File: src/rtl/instr_sequencer.sv
// Instruction sequencer: holds a small program memory and hands words one at a
// time to a downstream controller using a start/valid handshake.
`ifndef I_WIDTH
`define I_WIDTH 32
`endif

module instr_sequencer #(
  parameter int I_WIDTH    = `I_WIDTH,
  parameter int PROG_DEPTH = 16,
  localparam int PA_W      = $clog2(PROG_DEPTH)
) (
  input  logic               clk_i,
  input  logic               rst_i,
  input  logic               prog_we_i,
  input  logic [PA_W-1:0]    prog_addr_i,
  input  logic [I_WIDTH-1:0] prog_data_i,
  input  logic [PA_W:0]      prog_len_i,
  input  logic               run_i,
  input  logic               abort_i,
  input  logic               ctrl_valid_i,
  output logic               start_o,
  output logic [I_WIDTH-1:0] instruction_o,
  output logic               busy_o,
  output logic               done_o,
  output logic [PA_W-1:0]    pc_o
);

  typedef enum logic [2:0] {
    S_IDLE,
    S_FETCH,
    S_ISSUE,
    S_RELEASE,
    S_FINISH
  } state_t;

  state_t               state_q;
  logic [PA_W-1:0]      pc_q;
  logic [PA_W:0]        len_q;
  logic                 start_q;
  logic [I_WIDTH-1:0]   instr_q;
  logic                 busy_q;
  logic                 done_q;
  logic [I_WIDTH-1:0]   mem_q [PROG_DEPTH];

  logic [PA_W:0]        len_d;
  logic [PA_W:0]        last_idx;
  logic                 pc_last;

  // Requested lengths beyond the memory size simply run the whole program.
  assign len_d    = (prog_len_i > (PA_W+1)'(PROG_DEPTH)) ? (PA_W+1)'(PROG_DEPTH) : prog_len_i;
  assign last_idx = len_q - (PA_W+1)'(1);
  assign pc_last  = ({1'b0, pc_q} == last_idx);

  // Program memory is deliberately outside the reset domain so reloads are not needed.
  always_ff @(posedge clk_i) begin
    if (prog_we_i && !busy_q) begin
      mem_q[prog_addr_i] <= prog_data_i;
    end
  end

  always_ff @(posedge clk_i or posedge rst_i) begin
    if (rst_i) begin
      state_q <= S_IDLE;
      pc_q    <= '0;
      len_q   <= '0;
      start_q <= 1'b0;
      instr_q <= '0;
      busy_q  <= 1'b0;
      done_q  <= 1'b0;
    end else begin
      done_q <= 1'b0;
      unique case (state_q)
        S_IDLE: begin
          if (run_i) begin
            if (prog_len_i != '0) begin
              len_q   <= len_d;
              pc_q    <= '0;
              busy_q  <= 1'b1;
              state_q <= S_FETCH;
            end else begin
              done_q  <= 1'b1;
              state_q <= S_FINISH;
            end
          end
        end
        S_FETCH: begin
          if (abort_i) begin
            busy_q  <= 1'b0;
            state_q <= S_IDLE;
          end else begin
            instr_q <= mem_q[pc_q];
            start_q <= 1'b1;
            state_q <= S_ISSUE;
          end
        end
        S_ISSUE: begin
          // Abort outranks a simultaneous completion.
          if (abort_i) begin
            start_q <= 1'b0;
            busy_q  <= 1'b0;
            state_q <= S_IDLE;
          end else if (ctrl_valid_i) begin
            start_q <= 1'b0;
            state_q <= S_RELEASE;
          end
        end
        S_RELEASE: begin
          if (abort_i) begin
            busy_q  <= 1'b0;
            state_q <= S_IDLE;
          end else if (!ctrl_valid_i) begin
            if (pc_last) begin
              done_q  <= 1'b1;
              state_q <= S_FINISH;
            end else begin
              pc_q    <= pc_q + PA_W'(1);
              state_q <= S_FETCH;
            end
          end
        end
        S_FINISH: begin
          busy_q  <= 1'b0;
          state_q <= S_IDLE;
        end
        default: state_q <= S_IDLE;
      endcase
    end
  end

  assign start_o       = start_q;
  assign instruction_o = instr_q;
  assign busy_o        = busy_q;
  assign done_o        = done_q;
  assign pc_o          = pc_q;

endmodule

File: config.mk
export PLATFORM = sky130hd
export DESIGN_NAME = instr_sequencer
export DESIGN_NICKNAME = d
export VERILOG_FILES = /design/src/rtl/instr_sequencer.sv
export SDC_FILE = /design/constraint.sdc
export NUM_CORES = 1
export LEC_CHECK = 0
export BUFFER_PORTS_ARGS = -buffer_cell sky130_fd_sc_hd__buf_4
export CAP_MARGIN = 20
export CELL_PAD_IN_SITES_DETAIL_PLACEMENT = 1
export CELL_PAD_IN_SITES_GLOBAL_PLACEMENT = 2
export CORE_MARGIN = 2
export CORE_UTILIZATION = 35
export CTS_CLUSTER_DIAMETER = 200
export DETAILED_ROUTE_END_ITERATION = 8
export GPL_TIMING_DRIVEN = 0
export PLACE_DENSITY_LB_ADDON = 0.1
export SLEW_MARGIN = 20
export SYNTH_ARGS = -nofsm -noshare
export SYNTH_HDL_FRONTEND = slang
export SYNTH_SLANG_ARGS = --single-unit
File: constraint.sdc
create_clock -name clk_i -period 4 [get_ports clk_i]
set_input_delay 0.2 -clock clk_i [delete_from_list [all_inputs] [get_ports clk_i]]
set_output_delay 0.2 -clock clk_i [all_outputs]
set_load 0.005 [all_outputs]
=== Word-level counts from Yosys, hierarchy flattened ===
Memory sizes are Yosys's and may differ from the RTL's. A register that Yosys moved wholly into a read port is not among the register bits.
Index checks and enable logic that the tools add are counted.

* Bits in registers: 15
* Bits in latches: 0
* Bits in writable memories: 512
* ROM bits: 0
* Input bits: 47
* Output and inout port bits: 39
* Logic and storage cells: 71
* Memories: 1

{| class="wikitable"
|+ Memory list
! memory !! depth !! width !! rd ports !! clocked after Yosys merged registers in !! wr ports !! RTL line !! source
|-
| mem_q || 16 || 32 || 1 || 1 || 1 || 43 || <nowiki>logic [I_WIDTH-1:0] mem_q [PROG_DEPTH];</nowiki>
|}

* $add $sub $neg: 2
* Multipliers: 0
* Div/mod/pow operators: 0
* Order comparisons: 1
* Equality and inequality tests: 14
* Shifts and indexed selects: 0
* Mux-type cells: 32
* Bitwise logic cells: 1
* Reduce and logical (&&, ||, !) cells: 14

{| class="wikitable"
|+ Operator list
! kind !! number
|-
| 3-bit two-way mux || 7
|-
| 4-bit two-way mux || 5
|-
| 1-bit two-way mux || 13
|-
| 2-bit != test (second input constant) || 6
|-
| 3-bit one-hot mux with 4 select lines || 1
|-
| 3-bit AND reduction || 3
|-
| 4-bit one-hot mux with 2 select lines || 1
|-
| 3-bit by 2-bit == test with 1-bit output (second input constant) || 2
|-
| 3-bit != test (second input constant) || 2
|-
| 6-bit AND reduction || 1
|-
| 4-bit by 5-bit == test with 1-bit output || 1
|-
| 5-bit greater-than comparator (second input constant) || 1
|-
| 5-bit two-way mux || 1
|-
| 5-bit nonzero test || 1
|-
| 5-bit by 1-bit subtractor with 5-bit output (second input constant) || 1
|-
| 4-bit by 1-bit adder with 4-bit output (second input constant) || 1
|-
| 1-bit one-hot mux with 2 select lines || 2
|-
| 4-bit AND reduction || 1
|-
| 2-bit nonzero test || 2
|-
| 3-bit by 1-bit == test with 1-bit output (second input constant) || 1
|-
| 3-bit == test (second input constant) || 1
|-
| 3-bit zero test || 1
|-
| 1-bit one-hot mux with 3 select lines || 1
|-
| 3-bit nonzero test || 1
|-
| 7 further kinds || 7
|}

=== Logic depth before layout (Yosys ltp) ===
* Depth in word-level cells: 6
* Gate-level depth with buffers: 8
* Gate-level depth less buffers: 7

=== Worst setup path before layout ===
Ideal clock, no wire load.

* Kind: register to register
* Start point: reg busy_q (netlist: busy_o)
* End point: mem mem_q[0][0] (netlist name) (enable)
* Library setup time: 0.461 ns
* Arrival time: 3.106 ns
* Data required time: 3.539 ns
* Path slack: 0.433 ns
* Cell stages (with the launch flop): 5
* Path buffers: 0
* Clock period less this slack: 3.567 ns
* Cell sequence: dfrtp_1 inv_1 nand2_1 or3_1 nor3_1

* Longest elaborated chain between the ends: 4

{| class="wikitable"
|+ RTL lines
! item !! RTL line !! source
|-
| start, declared || 41 || <nowiki>logic busy_q;</nowiki>
|-
| start signal, assigned || 68 || <nowiki>busy_q <= 1'b0;</nowiki>
|-
| start signal, assigned || 78 || <nowiki>busy_q <= 1'b1;</nowiki>
|-
| start signal, assigned || 88 || <nowiki>busy_q <= 1'b0;</nowiki>
|-
| 1-bit zero test || 56 || <nowiki>if (prog_we_i && !busy_q) begin</nowiki>
|-
| 1-bit logical AND || 56 ||
|-
| 1-bit two-way mux || 56 ||
|-
| 1-bit two-way mux (implied by the code) || 57 || <nowiki>mem_q[prog_addr_i] <= prog_data_i;</nowiki>
|-
| end, declared || 43 ||
|}

Every way passes these cells.

=== Worst setup path in the final report ===
* Start point: reg state_q[1]
* End point: reg instr_q[28] (netlist: instruction_o[28]) (read register of mem_q)

* Longest elaborated chain between the ends: 2

{| class="wikitable"
|+ RTL lines
! item !! RTL line !! source
|-
| start, declared || 36 || <nowiki>state_t state_q;</nowiki>
|-
| start signal, assigned || 63 || <nowiki>state_q <= S_IDLE;</nowiki>
|-
| start signal, assigned || 79 || <nowiki>state_q <= S_FETCH;</nowiki>
|-
| start signal, assigned || 82 || <nowiki>state_q <= S_FINISH;</nowiki>
|-
| 3-bit by 1-bit == test with 1-bit output || 72 || <nowiki>unique case (state_q)</nowiki>
|-
| 2-bit AND reduction (no line) || - ||
|-
| end, declared || 40 || <nowiki>logic [I_WIDTH-1:0] instr_q;</nowiki>
|}

Every way passes these cells.
A chain may end at the register's enable or synchronous reset.

==> summary.md <==
| Metric | Value |
|---|---|
| Outcome | completed |
| Final antenna diode count | 0 |
| Sequential area share after synthesis | ~76% |
| Share of the synthesized area in the top cell type | about 71% |
| Synth Warn # | 0 |
| Clock slew at reported path FFs | 0.06 ns |
| Final Max Slew Viols | 0 |
| Worst-Margin Slew | about 1 ns |
| P_sw | between 3 and 4 mW |
| Clk_lat worst skew | 0.62 ns |
| Mean area per synthesized cell | around 20 sq um |
| Clock skew | between 0.01 and 0.015 ns |
| Clock sinks | between 500 and 600 |
| Die W | around 250 microns |
| Core area | approximately 61000 sq um |
| Main area contributors after synthesis | edfxtp_1 71%, mux4_2 10%, dfrtp_1 5.4% |
| Cell row count | 91 |
| Routed WL per cell | ~27 microns |
| Drt first pass iters | 5 |
| Synth Register Bits | approximately 560 |
| Via-per-instance ratio | a little over 5 |
| Setup Slack @ Placement | approximately 1.0 ns |
| Overall Global Routing Usage | a little under a fifth |
| IO Pins | 86 |
| Final worst path period share | between 70% and 80% |
| Drt drc | 0 |
| Worst vdd ir | slightly above 0.3 mV |
| Initial antenna violation count | 1 |
| Worst-path maximum fanout | 10 |
| Post-CTS setup buffer count | 0 |
| Starting Density | around a third |
| Unique masters post-synth | 38 |
| PortBufs | 84 |
| Gpl congestion | 0.712 |
| Max Cap Viol | 0 |
| Switch share | 23.5% |
| CTS H-tree lvls | 2 |
| Synthesized netlist cell count | between 1000 and 1500 |
| Synth Cell Area | between 20000 and 25000 sq um |
| Comb pwr share | roughly 11% |
| Fin worst setup slack | 1.06 ns |
| Via Count | roughly 11000 |
| CTS buffer count | 61 |
| WL final | 58.0 mm |
| CP endpoint kind | flop |
| Clk root buf | clkbuf_16 |
| Pin count of the biggest net entering global routing | 29 |
| First-pass GRT wire length | 84.6 mm |
| Clock Power Share | 38.8% |
| Vias in the first global route | around 12000 |
| Initial DRC Count | about 630 |
| CTS tree | built |
| Seq pwr share | 50.0% |
| Cts repair resizes | 0 |
| Post-synth top area cell | edfxtp_1 |
| Crit Path Category | flop to flop |
| Final setup vio count | 0 |
| Die area | 63800 sq um |
| Die height | roughly 250 microns |
| HP Class | primary input to asynchronous set/reset pin |
| Pleak | 8.54 nW |
| Hold Buf Count CTS | 47 |
| Area grow syn2layout | 22.6% |
| Dpl hpwl | 39.0 mm |
| Worst EP arrival | roughly 3.4 ns |
| Final #Nets | approximately 1400 |
| Syn nets | 1130 |
| Fmax achieved | 340 MHz |
| Fin util | a little over two fifths |
| Grt ovf | 0 |
| Share of cells above drive strength 1 | between 30% and 40% |
| CP Launch Type | flop |
| Pwr Density | between 500 and 600 nW/um^2 |
| Worst rel slew slack | ~33% |
| WP data required | between 4 and 5 ns |
| Post-layout min period | 2.94 ns |
| Antenna-violating nets left | 0 |
| Clock Tree Buf Depth | 3 |
| Final Hold Fails | 0 |
| Pint | roughly 10 mW |
| RSZ-0062 raised after global routing | no |
[power by group through the flow]
| stage | clock network (mW) | registers (mW) | logic, mW |
|---|---|---|---|
| finish | 5.31 | 6.84 | 1.53 |
| global route | 5.67 | 6.87 | 1.69 |
| CTS | 5.46 | 6.85 | 1.58 |
| detailed placement | 0 | 6.97 | 1.53 |
| global placement | 0 | 6.98 | 1.45 |
| floorplan | 0 | 6.91 | 0.790 |
[logic make-up (layout without fill, tap and decap cells)]
family	count (synthesis)	count (layout)	synth area share [%]
adder cells (fa/ha/maj)	2	2	0.116
AO/OA/AOI/OAI	122	122	3.23
multiplexers	211	211	15.7
AND/OR/NAND/NOR	120	120	2.65
buffers and inverters	62	354	1.65
flip-flops	559	559	76.5
XOR/XNOR	5	5	0.202
[metal layers]
| metal | track usage [%] | vias to the layer above | part of all wire (%) |
|---|---|---|---|
| met2 | 30.1 | 192 | 48 |
| met4 | 4.01 | 0 | 1.6 |
| met5 | 0 | - | 0 |
| met3 | 2.99 | 68 | 3.7 |
| met1 | 26.5 | 5937 | 47 |
| li1 | - | 4891 | - |
[critical path, cell delays in order, from the launching register on]
cell	delay, ns
dfrtp_1	0.36
buf_4	0.16
nor4b_4	0.88
nand2_1	0.42
clkbuf_1	0.50
nor3_1	0.40
nor2_1	0.08
[synth_stat cells (all sizes together)]
master	count
nand4	2
a21oi	33
mux4	98
edfxtp	512
or3	1
mux2i	68
clkbuf	14
inv	6
dfrtp	47
nor4	2
nand4b	2
xor2	2
o21ai	40
nor2	53
nand2	21
and3b	1
mux2	45
nor3b	1
ha	2
nor2b	1
o311a	1
a221oi	1
or4b	1
a31oi	1
buf	42
nor4b	2
nor3	23
nand2b	8
xnor2	3
and4	1
o21bai	16
nand3b	1
o22ai	30
[registers in the layout, indices dropped and copies added (netlist names)]
name and flops:
pc_o 4, busy_o 1, len_q 5, start_o 1
instruction_o 32, mem_q 512, state_q 3, done_o 1
[cell type report]
| type | count | area, sq um |
|---|---|---|
| plain buffers | 56 | 335 |
| multi-input cells | 460 | 4840 |
| clock buffers | 93 | 1710 |
| repair buffers | 178 | 1920 |
| clock inverters | 21 | 155 |
| well taps | 790 | 988 |
| fillers | 5809 | 34800 |
| inverters | 6 | 25.0 |
| flip-flops and latches | 559 | 16600 |
[worst paths after layout]
path / from / to / slack (ns) / cells past startpoint
worst max-delay path: state_q[1]$_DFFE_PP0P_ / instruction_o[28]$_DFFE_PP0P_ / 1.06 / 6
worst min-delay path: rst_i / instruction_o[26]$_DFFE_PP0P_ / 0.14 / 3
worst max register to register: state_q[1]$_DFFE_PP0P_ / instruction_o[28]$_DFFE_PP0P_ / 1.06 / 6
worst min register to register: instruction_o[21]$_DFFE_PP0P_ / instruction_o[21]$_DFFE_PP0P_ / 0.51 / 2
max in group asynchronous: rst_i / instruction_o[16]$_DFFE_PP0P_ / 3.32 / 4
min in group clk_i: prog_addr_i[2] / mem_q[5][21]$_DFFE_PP_ / 0.29 / 3
[through the flow]
stage	cells	setup TNS, ns	instance area, sq um	hold slack [ns]	power, mW
CTS	2163	0	26500	0.113	13.9
global placement	1955	-619.25	23300	0.463	8.43
detailed placement	2002	0	24200	0.215	8.50
finish	2163	0	26500	0.139	13.7
floorplan	1081	0	21600	0.299	7.70
global route	2163	0	26500	0.142	14.2
[cells in the final DEF (no fill, tap or decap), drive strengths merged]
cell	n
nand2	21
nor4b	2
or3	1
inv	8
ha	2
buf	173
nor3b	1
a31oi	1
dfrtp	47
nor4	2
mux2	45
nor2	53
mux2i	68
xnor2	3
a221oi	1
clkinv	17
nand4b	2
o22ai	30
or4b	1
mux4	98
nor2b	1
o21ai	40
edfxtp	512
nor3	23
a21oi	33
xor2	2
bufinv	2
o21bai	16
and4	1
nand4	2
nand2b	8
o311a	1
clkbuf	107
nand3b	1
dlygate4sd3	47
and3b	1
Note: power is estimated with default switching activity, not from simulation.
